--- src/rtl/nla_pkg.sv ---
// Shared definitions for the nonlinear approximation engine.
package nla_pkg;

    localparam int unsigned NLA_DATA_W     = 16;
    localparam int unsigned NLA_ADDR_LINES = 4;
    localparam int unsigned COEFF_DEPTH    = 2 ** NLA_ADDR_LINES;

    // Loader phase: waiting for a sample, waiting for coefficients, or ready to evaluate.
    typedef enum logic [1:0] {
        LOAD_SIG  = 2'd0,
        LOAD_COEF = 2'd1,
        ARMED     = 2'd2
    } loader_state_e;

endpackage

--- src/rtl/nla_input_loader.sv ---
// Write-side front end: moves host samples/coefficients into the signal register and
// coefficient buffer, and tells the evaluation controller when each is ready.
module nla_input_loader
    import nla_pkg::*;
#(
    parameter int unsigned DATA_W     = NLA_DATA_W,
    parameter int unsigned ADDR_LINES = NLA_ADDR_LINES
) (
    input  logic                  clk,
    input  logic                  rst_n,
    input  logic                  in_valid,
    output logic                  in_ready,
    input  logic [DATA_W-1:0]     in_data,
    input  logic                  in_is_coeff,
    input  logic                  in_last,
    input  logic                  coeff_reload,
    input  logic                  wr_en_signal,
    input  logic                  wr_en_coeff,
    input  logic                  LD_result,
    output logic                  sig_we,
    output logic [DATA_W-1:0]     sig_wdata,
    output logic                  coeff_we,
    output logic [ADDR_LINES-1:0] coeff_waddr,
    output logic [DATA_W-1:0]     coeff_wdata,
    output logic                  start_signal,
    output logic                  start_coeff,
    output logic [ADDR_LINES-1:0] wr_ptr_coeff,
    output logic                  err_overflow
);

    localparam logic [ADDR_LINES-1:0] ADDR_MAX = '1;

    loader_state_e         state_q, state_d;
    logic                  start_coeff_q, start_coeff_d;
    logic                  reload_pend_q, reload_pend_d;
    logic                  err_q, err_d;
    logic [ADDR_LINES-1:0] waddr_q, waddr_d;
    logic [ADDR_LINES-1:0] wr_ptr_q, wr_ptr_d;

    logic sig_hs, coef_hs, set_done, armed;

    // Handshake gating: a type is accepted only while granted and its flag is still low.
    assign in_ready = (!in_is_coeff && wr_en_signal && !start_signal)
                    || (in_is_coeff && wr_en_coeff && !start_coeff_q);
    assign sig_hs   = in_valid && in_ready && !in_is_coeff;
    assign coef_hs  = in_valid && in_ready && in_is_coeff;
    assign set_done = in_last || (waddr_q == ADDR_MAX);
    assign armed    = (state_q == ARMED);

    assign sig_we       = sig_hs;
    assign sig_wdata    = in_data;
    assign coeff_we     = coef_hs;
    assign coeff_waddr  = waddr_q;
    assign coeff_wdata  = in_data;
    assign start_signal = (state_q != LOAD_SIG);
    assign start_coeff  = start_coeff_q;
    assign wr_ptr_coeff = wr_ptr_q;
    assign err_overflow = err_q;

    always_comb begin
        state_d       = state_q;
        start_coeff_d = start_coeff_q;
        reload_pend_d = reload_pend_q;
        err_d         = err_q;
        waddr_d       = waddr_q;
        wr_ptr_d      = wr_ptr_q;

        case (state_q)
            LOAD_SIG: begin
                if (sig_hs) state_d = start_coeff_q ? ARMED : LOAD_COEF;
            end
            LOAD_COEF: begin
                if (LD_result)                state_d = LOAD_SIG;
                else if (coef_hs && set_done) state_d = ARMED;
            end
            ARMED: begin
                if (LD_result) state_d = LOAD_SIG;
            end
            default: state_d = LOAD_SIG;
        endcase

        if (coef_hs) begin
            wr_ptr_d = waddr_q;
            if (set_done) begin
                start_coeff_d = 1'b1;
                waddr_d       = '0;
                err_d         = err_q || !in_last;
            end else begin
                waddr_d = waddr_q + ADDR_LINES'(1);
            end
        end

        // A reload while armed waits for the running evaluation to finish.
        if (coeff_reload && start_coeff_q) begin
            if (armed && !LD_result) begin
                reload_pend_d = 1'b1;
            end else if (!armed) begin
                start_coeff_d = 1'b0;
                waddr_d       = '0;
            end
        end

        if (LD_result && (reload_pend_q || (coeff_reload && armed))) begin
            start_coeff_d = 1'b0;
            reload_pend_d = 1'b0;
            waddr_d       = '0;
        end
    end

    always_ff @(posedge clk or negedge rst_n) begin
        if (!rst_n) begin
            state_q       <= LOAD_SIG;
            start_coeff_q <= 1'b0;
            reload_pend_q <= 1'b0;
            err_q         <= 1'b0;
            waddr_q       <= '0;
            wr_ptr_q      <= '0;
        end else begin
            state_q       <= state_d;
            start_coeff_q <= start_coeff_d;
            reload_pend_q <= reload_pend_d;
            err_q         <= err_d;
            waddr_q       <= waddr_d;
            wr_ptr_q      <= wr_ptr_d;
        end
    end

endmodule

--- config.mk ---
export PLATFORM = sky130hd
export DESIGN_NAME = nla_input_loader
export DESIGN_NICKNAME = d
export VERILOG_FILES = /design/src/rtl/nla_pkg.sv /design/src/rtl/nla_input_loader.sv
export SDC_FILE = /design/constraint.sdc
export NUM_CORES = 1
export LEC_CHECK = 0
export BUFFER_PORTS_ARGS = -buffer_cell sky130_fd_sc_hd__buf_2
export CAP_MARGIN = 20
export CORE_MARGIN = 4
export CORE_UTILIZATION = 39
export DETAILED_ROUTE_END_ITERATION = 12
export HOLD_SLACK_MARGIN = 0.06
export MAX_ROUTING_LAYER = met4
export PLACE_DENSITY_LB_ADDON = 0.1
export SYNTH_ARGS = -nofsm -noshare
export SYNTH_HDL_FRONTEND = slang
export SYNTH_SLANG_ARGS = --single-unit
--- constraint.sdc ---
create_clock -name clk -period 1.67 [get_ports clk]
set_input_delay 0.334 -clock clk [delete_from_list [all_inputs] [get_ports clk]]
set_output_delay 0.334 -clock clk [all_outputs]
set_load 0.01 [all_outputs]
==> metrics <==
synthesis-stage register bit count=13; total grt overflow=0; Buf/Inv on CP=1; Die ar.=3128 µm²; Synth area leader=dfrtp_1; Starting DRT DRC Count=9; CP arrival=1.22 ns; Post-DRT Antenna Nets=0; TritonCTS buffer count=3; Final setup violation count=0; Syn Nets=128; Crit. Startpoint=state_q[1]$_DFFE_PN0P_; H-tree levels=1; Worst path slowest cell=dfrtp_1; largest family of logic cells by synthesized area=buffers and inverters; FF-to-FF setup slack=0.11 ns; FF-to-FF path depth=5; Worst setup EP type=output pin; Die Y=55.93 µm; Max Freq=641.9 MHz; Ant. Diodes=0; worst-path cell chain=nor2_2 -> nand2_1 -> o21ai_0 -> buf_2; Starting Density=40.89%; Final Max Tran Viols=0; worst skew pair latency=0.27 ns; clk root buf=clkbuf_4; clock sinks=13; Hold WS=0.2691 ns; die width=55.93 µm; Crit path depth=4; Avg Synthesized Cell Area=8.783 µm²; GP Congestion=0.7843; RR Startpoint=coeff_waddr[0]$_DFF_PN0_; CP max FO=6; cell family with most CP delay=flip-flops; CP peak stage delay=0.44 ns; Leak=0.0004668 µW; Mapped Area=895.9 µm²; vias per inst=5.016; Filler cells=237; worst-margin pin slew=0.3045 ns; synthesized instance count=102; Worst Hold Class=primary input to flip-flop; outcome=finished, final reports clean; postcts setup bufs=0; CTS tree=done; IO Pins=71; final core occ=38.15%; # nets final=124; post-place setup slack=0.1264 ns; drt drc=0; Synth top area share=36.31%; Post-DP Area=797.0 µm²; PwrDens=1145 nW/µm²; R2R Path End=state_q[1]$_DFFE_PN0P_; post-DR wirelength/cell=13.28 µm; warning count from the yosys run=0; sequential area share after synthesis=36.31%; max-cap violation count=0; leading cell types in the layout, fill and taps excluded=buf_2, nand2_1, dfrtp_1, nor2_1, o21ai_0; xor-xnor portion of the synthesized cell area=0%; via count=627; min Tclk post-route=1.558 ns; area grow syn2layout=-6.704%; crit share post-route=93.28%; initial antenna violation count=0; largest net degree at the start of global routing=14; Fin. Hold Viols=0; Post-Synth Simple-Gate Area=20.25%; Clock Tree Buf Depth=2; WL final=1660 µm; VDD IR max=0.5514 mV; clock slew at reported path FFs=0.08 ns; DRT Pass-1 Iters=4; std cell rows=17; top post-synthesis cells by area=dfrtp_1, buf_4, nand2_1, nor2_1, nand4b_4; first-pass GRT wire length=2849 µm; Setup Skew=0.003356 ns; Total GRT Usage=11.52%; vias in the first global route=635; layout cells sized above 1=32.99%; Netlist cell types=26; multiplexer share of the synthesized area=1.117%; Crit Path Category=flip-flop to output pin; final worst-path setup slack=0.1122 ns; complex-gate fraction of the synthesized area=11.17%; core area=2191 µm²; Rel. slew slack=79.70%; Worst Path Required=1.34 ns; post-DP HPWL=1305 µm; RSZ-0062 raised after global routing=no; Synth Area in Adders=1.397%; commonest non-fill, non-tap cell in the layout=buf_2; CP endpoint=in_ready; setup tns final=0 ns; Post-Layout Inst Area=835.8 µm²; Critical Path Start Type=flip-flop; PortBufs=22
## cell usage after synthesis
library cell  instances
nand3b_1              1
nor2_1                8
nand2_1              16
a21oi_1               3
mux2i_1               1
nor4b_1               1
o21ai_0               4
nand3_1               2
a31oi_1               2
nor3b_1               1
a22o_1                1
inv_1                 3
a2bb2oi_1             1
nor3_1                2
o311a_1               1
ha_1                  1
nand4b_4              1
buf_4                32
or4_4                 1
nor2b_1               2
dfrtp_1              13
inv_2                 1
o21bai_1              1
a21oi_2               1
a31o_2                1
buf_6                 1
## routing by layer
metal  share of wire [%]  wire length, µm  vias to the layer above  GRT usage [%]
met5                   0                0                        -              -
met4                0.72               12                        0          4.407
met3                  10              167                        4          5.336
met2                  46              766                       32          18.07
met1                  43              715                      292          12.77
li1                    -                -                      299              -
## final cells by class
cell class / instances / area [µm²] / area share, %
sequential: 13 / 325.3 / 38.92
clock buffer: 4 / 26.28 / 3.144
multi-input combinational: 52 / 306.5 / 36.68
inverter: 4 / 15.01 / 1.796
tap: 28 / 35.03 / 4.192
timing repair buffer: 24 / 127.6 / 15.27
## flip-flops by register name, indices dropped and copies added (netlist names)
register       count
coeff_waddr        4
wr_ptr_coeff       4
state_q            2
err_overflow       1
reload_pend_q      1
start_coeff        1
## kinds of logic (layout without fill, tap and decap cells)
kind of cell               after synthesis  in the layout
and+or+nand+nor                         35             35
buffers and inverters                   37             32
muxes                                    1              1
AOI/OAI and AO/OA                       15             15
adders and majority gates                1              1
DFF                                     13             13
## how the worst min path moves through the flow
| stage | slack (ns) | from | end | cells past startpoint |
|---|---|---|---|---|
| after global routing | 0.25 | LD_result | reload_pend_q$_DFFE_PN0P_ | 2 |
| final | 0.27 | LD_result | reload_pend_q$_DFFE_PN0P_ | 2 |
| after detailed placement | 0.25 | rst_n | coeff_waddr[0]$_DFF_PN0_ | 1 |
| after floorplan | 0.04 | rst_n | coeff_waddr[0]$_DFF_PN0_ | 0 |
| after global placement | 0.24 | rst_n | wr_ptr_coeff[1]$_DFFE_PN0N_ | 1 |
| after CTS | 0.26 | LD_result | reload_pend_q$_DFFE_PN0P_ | 2 |
## stage by stage
stage          power [µW]  cells
3_5_place_dp        773.5    120
6_report            956.7    125
2_1_floorplan       715.6    102
4_1_cts             972.2    125
5_1_grt              1036    125
3_3_place_gp        775.9    120
## timing repair
action / 4_1_cts / 5_1_grt
hold buffers: 1 / 0
setup endpoints to repair: 0 / 1
hold endpoints to repair: 13 / 0
resized for setup: 0 / 1
## worst reg2reg max path, stage by stage, from the launching register on
cell and delay [ns]:
dfrtp_1 0.44, ha_1 0.24, a31o_2 0.23, nand2_1 0.14, nor3b_1 0.07, o311a_1 0.32
## power breakdown
group / switching, µW / internal, µW / total, µW / leakage (µW)
registers: 67.5 / 378 / 446 / 0.000175
clock network: 97.1 / 92.5 / 190 / 0.0000150
logic: 179 / 142 / 321 / 0.000277
total: 344 / 613 / 957 / 0.000467
No activity file was read; power rests on OpenSTA's default activity.
